--- src/rtl/mux_sel_pkg.sv ---
// Shared constants and state encoding for the mux select arbiter.
package mux_sel_pkg;

  localparam int unsigned NUM_CH = 4;
  localparam int unsigned CH_W   = 2;

  typedef enum logic {
    ST_IDLE,
    ST_GRANT
  } state_t;

endpackage

--- src/rtl/mux_sel_arbiter_rr_pick.sv ---
// Combinational rotated priority encoder: first set request after 'last', wrapping.
module rr_pick
  import mux_sel_pkg::*;
(
  input  logic [NUM_CH-1:0] req,
  input  logic [CH_W-1:0]   last,
  output logic [CH_W-1:0]   pick,
  output logic              any
);

  logic [CH_W-1:0] w_idx;

  // Offset NUM_CH wraps back onto 'last', so the last holder has lowest priority.
  always_comb begin
    pick  = '0;
    any   = 1'b0;
    w_idx = '0;
    for (int unsigned k = 1; k <= NUM_CH; k++) begin
      w_idx = last + CH_W'(k);
      if (!any && req[w_idx]) begin
        any  = 1'b1;
        pick = w_idx;
      end
    end
  end

endmodule

--- src/rtl/mux_sel_arbiter.sv ---
// Round-robin arbiter driving 4:1 mux selects; each grant is dwell-bounded and
// followed by a one-cycle bubble so the selects never move while valid is high.
module mux_sel_arbiter
  import mux_sel_pkg::*;
#(
  parameter int unsigned DWELL_W   = 4,
  parameter int unsigned MAX_DWELL = 8
) (
  input  logic               clk,
  input  logic               rst,
  input  logic [NUM_CH-1:0]  req,
  input  logic               done,
  output logic               s1,
  output logic               s0,
  output logic               valid,
  output logic [DWELL_W-1:0] dwell
);

  localparam logic [DWELL_W-1:0] DWELL_LAST = DWELL_W'(MAX_DWELL - 1);

  state_t             r_state;
  logic [CH_W-1:0]    r_sel;
  logic [CH_W-1:0]    r_last;
  logic               r_valid;
  logic [DWELL_W-1:0] r_dwell;

  logic [CH_W-1:0]    w_pick;
  logic               w_any;
  logic               w_release;

  rr_pick u_rr_pick (
    .req  (req),
    .last (r_last),
    .pick (w_pick),
    .any  (w_any)
  );

  assign w_release = done || !req[r_sel] || (r_dwell == DWELL_LAST);

  always_ff @(posedge clk or posedge rst) begin
    if (rst) begin
      r_state <= ST_IDLE;
      r_sel   <= '0;
      r_last  <= CH_W'(NUM_CH - 1);
      r_valid <= 1'b0;
      r_dwell <= '0;
    end else begin
      case (r_state)
        ST_IDLE: begin
          if (w_any) begin
            r_state <= ST_GRANT;
            r_sel   <= w_pick;
            r_last  <= w_pick;
            r_valid <= 1'b1;
            r_dwell <= '0;
          end
        end
        ST_GRANT: begin
          // Any combination of release causes collapses into one return to IDLE.
          if (w_release) begin
            r_state <= ST_IDLE;
            r_valid <= 1'b0;
            r_dwell <= '0;
          end else begin
            r_dwell <= r_dwell + DWELL_W'(1);
          end
        end
        default: begin
          r_state <= ST_IDLE;
          r_valid <= 1'b0;
          r_dwell <= '0;
        end
      endcase
    end
  end

  assign s1    = r_sel[1];
  assign s0    = r_sel[0];
  assign valid = r_valid;
  assign dwell = r_dwell;

  sel_stable_a: assert property (@(posedge clk) disable iff (rst)
    (valid && $past(valid)) |-> $stable({s1, s0}));

  dwell_bound_a: assert property (@(posedge clk) disable iff (rst)
    dwell <= DWELL_LAST);

endmodule

--- config.mk ---
export PLATFORM = sky130hd
export DESIGN_NAME = mux_sel_arbiter
export DESIGN_NICKNAME = d
export VERILOG_FILES = /design/src/rtl/mux_sel_pkg.sv /design/src/rtl/mux_sel_arbiter_rr_pick.sv /design/src/rtl/mux_sel_arbiter.sv
export SDC_FILE = /design/constraint.sdc
export NUM_CORES = 1
export LEC_CHECK = 0
export ABC_AREA = 1
export ABC_CLOCK_PERIOD_IN_PS = 1500
export CAP_MARGIN = 25
export CELL_PAD_IN_SITES_DETAIL_PLACEMENT = 1
export CELL_PAD_IN_SITES_GLOBAL_PLACEMENT = 1
export CORE_ASPECT_RATIO = 0.8
export CORE_MARGIN = 3
export CORE_UTILIZATION = 32
export DETAILED_ROUTE_END_ITERATION = 16
export GPL_ROUTABILITY_DRIVEN = 0
export PLACE_DENSITY_LB_ADDON = 0.1
export SLEW_MARGIN = 20
export SYNTH_ARGS = -nofsm -noshare
export SYNTH_HDL_FRONTEND = slang
export SYNTH_HIERARCHICAL = 1
export SYNTH_SLANG_ARGS = --single-unit
--- constraint.sdc ---
create_clock -name clk -period 1.5 [get_ports clk]
set_input_delay 0.15 -clock clk [delete_from_list [all_inputs] [get_ports clk]]
set_output_delay 0.15 -clock clk [all_outputs]
set_load 0.05 [all_outputs]
# Word-level counts from Yosys, hierarchy flattened
# Cells that the tools add are included.
# classes
order_cmp	5
mux	27
n_eq_ne	3
bitwise_logic	1
n_reduce_logical	11
addsub	4
# ops
operator	n
$lt A2 B3 Y1 const B	5
$mux W1	13
$bmux W1 S2	5
$mux W2	4
$mux W4	2
$pmux W4 S2	1
$add A2 B2 Y2 const B	2
$add A4 B1 Y4 const B	1
$eq A4 B3 Y1 const B	1
$logic_not A1 Y1	4
$ne A2 B1 Y1 const B	2
$pmux W1 S2	2
$reduce_and A2 Y1	2
$logic_and A1 B1 Y1	3
$add A2 B1 Y2 const B	1
$logic_or A1 B1 Y1	2
$not A1 Y1	1
# word_totals
out_inout_bits	7
ff_bits	10
word_cells	56

# Depth between registers and ports, before layout
# depth
word_depth	15
ltp_mapped	12

# Hierarchy
# Netlist, hierarchy kept.
# by_module_without_submodules
mod	n_inst	area_each_um2	seq_area_each_um2	cells_per_inst
mux_sel_arbiter	1	526.8	252.7	65
rr_pick	1	271.5	0.0	52

# Worst setup path before layout
# Ideal clock, no wire load.
# synth_path
path_type	flip-flop to flip-flop
start	reg r_last[0]
end	reg r_dwell[3] (netlist: dwell[3])
required_time_ns	1.434
setup_slack_ns	-0.075
setup_time_ns	0.066
stages_incl_launch_ff	11
arrival_time_ns	1.509
path_buffers	0
path_cell_list	dfstp_2 -> inv_1 -> nand2_1 -> nand2_1 -> nand2_1 -> nand2_4 -> nor2_8 -> nand4_1 -> nor2_1 -> nand2_1 -> nand2_1
# synth_between
elab_chain_cells	14
word_cells_on_any_way	22
cone_classes	add/sub (3); eq/ne (1); mux (12); reduce/logical (6)
# synth_rtl
item	line_no	text
start: declaration	mux_sel_arbiter.sv:23	logic [CH_W-1:0] r_last;
start signal: assignment	mux_sel_arbiter.sv:44	r_last <= CH_W'(NUM_CH - 1);
start signal: assignment	mux_sel_arbiter.sv:53	r_last <= w_pick;
$add A2 B1 Y2	mux_sel_arbiter_rr_pick.sv:19	w_idx = last + CH_W'(k);
$bmux W1 S2	mux_sel_arbiter_rr_pick.sv:20	if (!any && req[w_idx]) begin
$mux W1 (implied by the code)	mux_sel_arbiter_rr_pick.sv:20	
$mux W1	mux_sel_arbiter_rr_pick.sv:20	
$logic_not A1 Y1	mux_sel_arbiter_rr_pick.sv:20	
$logic_and A1 B1 Y1	mux_sel_arbiter_rr_pick.sv:20	
$mux W1	mux_sel_arbiter_rr_pick.sv:20	
$logic_not A1 Y1	mux_sel_arbiter_rr_pick.sv:20	
$logic_and A1 B1 Y1	mux_sel_arbiter_rr_pick.sv:20	
$mux W1	mux_sel_arbiter_rr_pick.sv:20	
$logic_not A1 Y1	mux_sel_arbiter_rr_pick.sv:20	
$logic_and A1 B1 Y1	mux_sel_arbiter_rr_pick.sv:20	
$mux W1 *	mux_sel_arbiter_rr_pick.sv:20	
net w_any	mux_sel_arbiter.sv:28	logic w_any;
$ne A2 B1 Y1 (no source line) *	--	
end signal: assignment	mux_sel_arbiter.sv:65	r_dwell <= r_dwell + DWELL_W'(1);
end: declaration	mux_sel_arbiter.sv:25	logic [DWELL_W-1:0] r_dwell;
# Mark *: on every way through the listed nets, which the timed path passes. The rest lies on a longest branch. The select of a mux whose other input is x is not followed.
# A chain may end at the register's enable or synchronous reset.

# Final worst setup path
# Ends and elaborated chain as after synthesis.

==> metrics.txt <==
Syn-to-layout area delta=66.1%; Final Max Slew Viols=0; Max Clock Freq=548 MHz; ranking of synthesized cells by area=dfrtp_1 25%, nand2_1 24%, nand3_1 8.2%; failing checks=negative setup slack; area share of the largest cell type after synthesis=0.251; Fin Hold WS=158 ps; WL met3=173 um; Worst Max-Slew Pin Slew=404 ps; Worst EP required=1710 ps; row count=15; final net count=168; io pins=14; CP max stage cell=dfstp_2; post-synthesis xor/xnor area fraction=0.0110; Synth Cell Area=798 um^2; crit start category=flip-flop; Post-DRT Antenna Nets=0; Initial Util=0.354; pwr dens=2370 mW/mm^2; Static Leak=0.691 nW; Sw Share=0.514; Internal Pwr Total=0.00153 W; syn nets=125; post-synthesis sequential area ratio=0.317; NetSw=0.00161 W; FF+latch area=253 um^2; post-route cell area=0.00133 mm^2; clock share of power=0.060; Netlist cell types=21; via density per instance=5.30; multiplexer area fraction after synthesis=0; Vias=969; clk slew on worst S/H paths=70 ps; H-tree depth=1; CTS tree=built; CTS buffer count=3; Seq pwr share=0.169; initial DRC count=30; Synth Area in Simple Gates=0.536; aggregate routed wire length=3.13 mm; antenna diode count=0; Highest Signal Layer=met4; combinational share of power=0.771; met1 WL=1.41 mm; Layout Skew=5.86 ps; Final Util=0.589; adder-cell share of the synthesized area=0.0157; CP max stage delay=600 ps; Die Ht=50.7 um; largest family of logic cells by synthesized area=simple AND/OR/NAND/NOR gates; grt ovf=0; CP Capture Type=flip-flop; post-synthesis cell count=117; vias in the first global route=1030; Root Driver=clkbuf_4; dpl cell area=0.00109 mm^2; period utilization=1.22; CTS max path bufs=2; pre-CTS setup slack=-258 ps; clock latency on the worst-skew pair=270 ps; hold_buf cts=0; status=complete, but fails checks; Die Wd=61.8 um; worst-path cell chain=inv_6 > nand2_2 > nand2_4 > nand2_4 > nand2_4 > nor2_8 > nand4_1 > buf_4 > nor2_4 > nand2_2 > nand2_2; yosys warns=6; HPWL Detailed=2.01 mm; Tmin final=1820 ps; crit path kind=flip-flop to flip-flop; Final setup viols=10; syn avg cell area=6.82 um^2; Tot Pwr=0.00314 W; total iterations of the first detailed-routing run=4; crit path max fanout=8; headroom to the max-slew limit=0.731; area leader, netlist=dfrtp_1; die area=0.00313 mm^2; peak supply drop=1060 uV; ratio of cells with drive above 1 in the final layout=0.513; Synth Area in Compound Gates=0.0408; WL met2=1.41 mm; Routed WL per cell=17.1 um; Multi-input gate area=593 um^2; CTS Sinks=10; DRC errors left=0; Hold Path Class=input port to async pin; initial antenna violation count=0; core area=0.00225 mm^2; pin count of the biggest net entering global routing=11; CP arrival=2030 ps; fill cell count=285; RSZ-0062 raised after global routing=yes; Global Route Usage Sum=0.219; final setup margin=-324 ps; final hold violation count=0; number of buffers added on ports=13; max-cap violations=0; Seq cells post-synth=10; first-pass GRT wire length=4.93 mm
[Yosys cell counts]
cell type and count:
dfrtp_1 8, buf_6 1, dfstp_2 2, inv_1 10, o21ai_0 2, nor2_4 2
buf_4 1, inv_2 2, ha_1 1, nor2_8 1, nand3_1 13, o21a_1 1
nor2_2 1, nor2_1 2, nand2_1 50, nand2_4 3, xor2_1 1, nand2_2 4
nand3_2 1, a21oi_1 3, nand4_1 8
[final timing paths]
kind,start,end,slack [ps],cells after the start
min in group clk,valid,valid,520,2
worst min register to register,valid,valid,520,2
max in group asynchronous,rst,r_last[0],1020,2
worst max register to register,r_last[0],dwell[3],-320,11
worst max-delay path,r_last[0],dwell[3],-320,11
worst min-delay path,rst,dwell[2],160,2
[worst max-delay path: cells and delay by family (launching register included)]
family | cells | cell delay [ps]
buffers and inverters | 2 | 250
flip-flops | 1 | 600
AND/OR/NAND/NOR | 9 | 910
[power groups by stage]
stage	clock (W)	combinational, W	sequential, W
2_1_floorplan	0	0.000977	0.000649
3_3_place_gp	0	0.00166	0.000511
3_5_place_dp	0	0.00173	0.000516
4_1_cts	0.000194	0.00217	0.000516
5_1_grt	0.000212	0.00259	0.000545
6_report	0.000189	0.00242	0.000530
[logic make-up after synthesis]
family          Yosys count
xor+xnor                  1
fa+ha+maj                 1
simple gates             85
buf+inv                  14
flops                    10
compound gates            6
[layout by cell type (no fill, tap or decap), types with 3 or more instances in the layout]
| cell type | count |
|---|---|
| nand2_1 | 31 |
| buf_4 | 28 |
| nand2_2 | 17 |
| nand3_1 | 11 |
| nand2_4 | 9 |
| nand4_1 | 8 |
| dfrtp_1 | 8 |
| inv_1 | 7 |
| clkdlybuf4s50_1 | 6 |
| inv_2 | 4 |
| nor2_4 | 4 |
| buf_12 | 4 |
| nand3_2 | 3 |
| clkbuf_4 | 3 |
[per-stage QoR]
step           setup TNS, ps  instances
2_1_floorplan           -207        117
3_3_place_gp           -1640        166
3_5_place_dp           -2310        166
4_1_cts                -2070        180
5_1_grt                -3850        183
6_report               -2860        183
[timing repair]
item	CTS	global route
pin swaps	17	5
hold endpoints to repair	0	0
resized for setup	27	9
setup endpoints to repair	10	10
buffers inserted	11	3
cloned	0	0
[sequential cells by signal (all words and copies together) (netlist names)]
| name | flops |
|---|---|
| dwell | 4 |
| r_last | 2 |
| r_sel | 2 |
| r_state | 1 |
| valid | 1 |
[per-layer routing]
| layer | GRT usage | vias up |
|---|---|---|
| li1 | - | 460 |
| met1 | 0.274 | 461 |
| met2 | 0.341 | 34 |
| met3 | 0.0617 | 14 |
| met4 | 0.0989 | 0 |
| met5 | 0 | - |
[area by class of cell]
cell class	count	area share
Clock buffer	3	0.0170
Inverter	12	0.0377
Multi-Input combinational cell	93	0.447
Sequential cell	10	0.191
Tap cell	25	0.0236
Timing Repair Buffer	40	0.284
No activity file was read; power rests on OpenSTA's default activity.
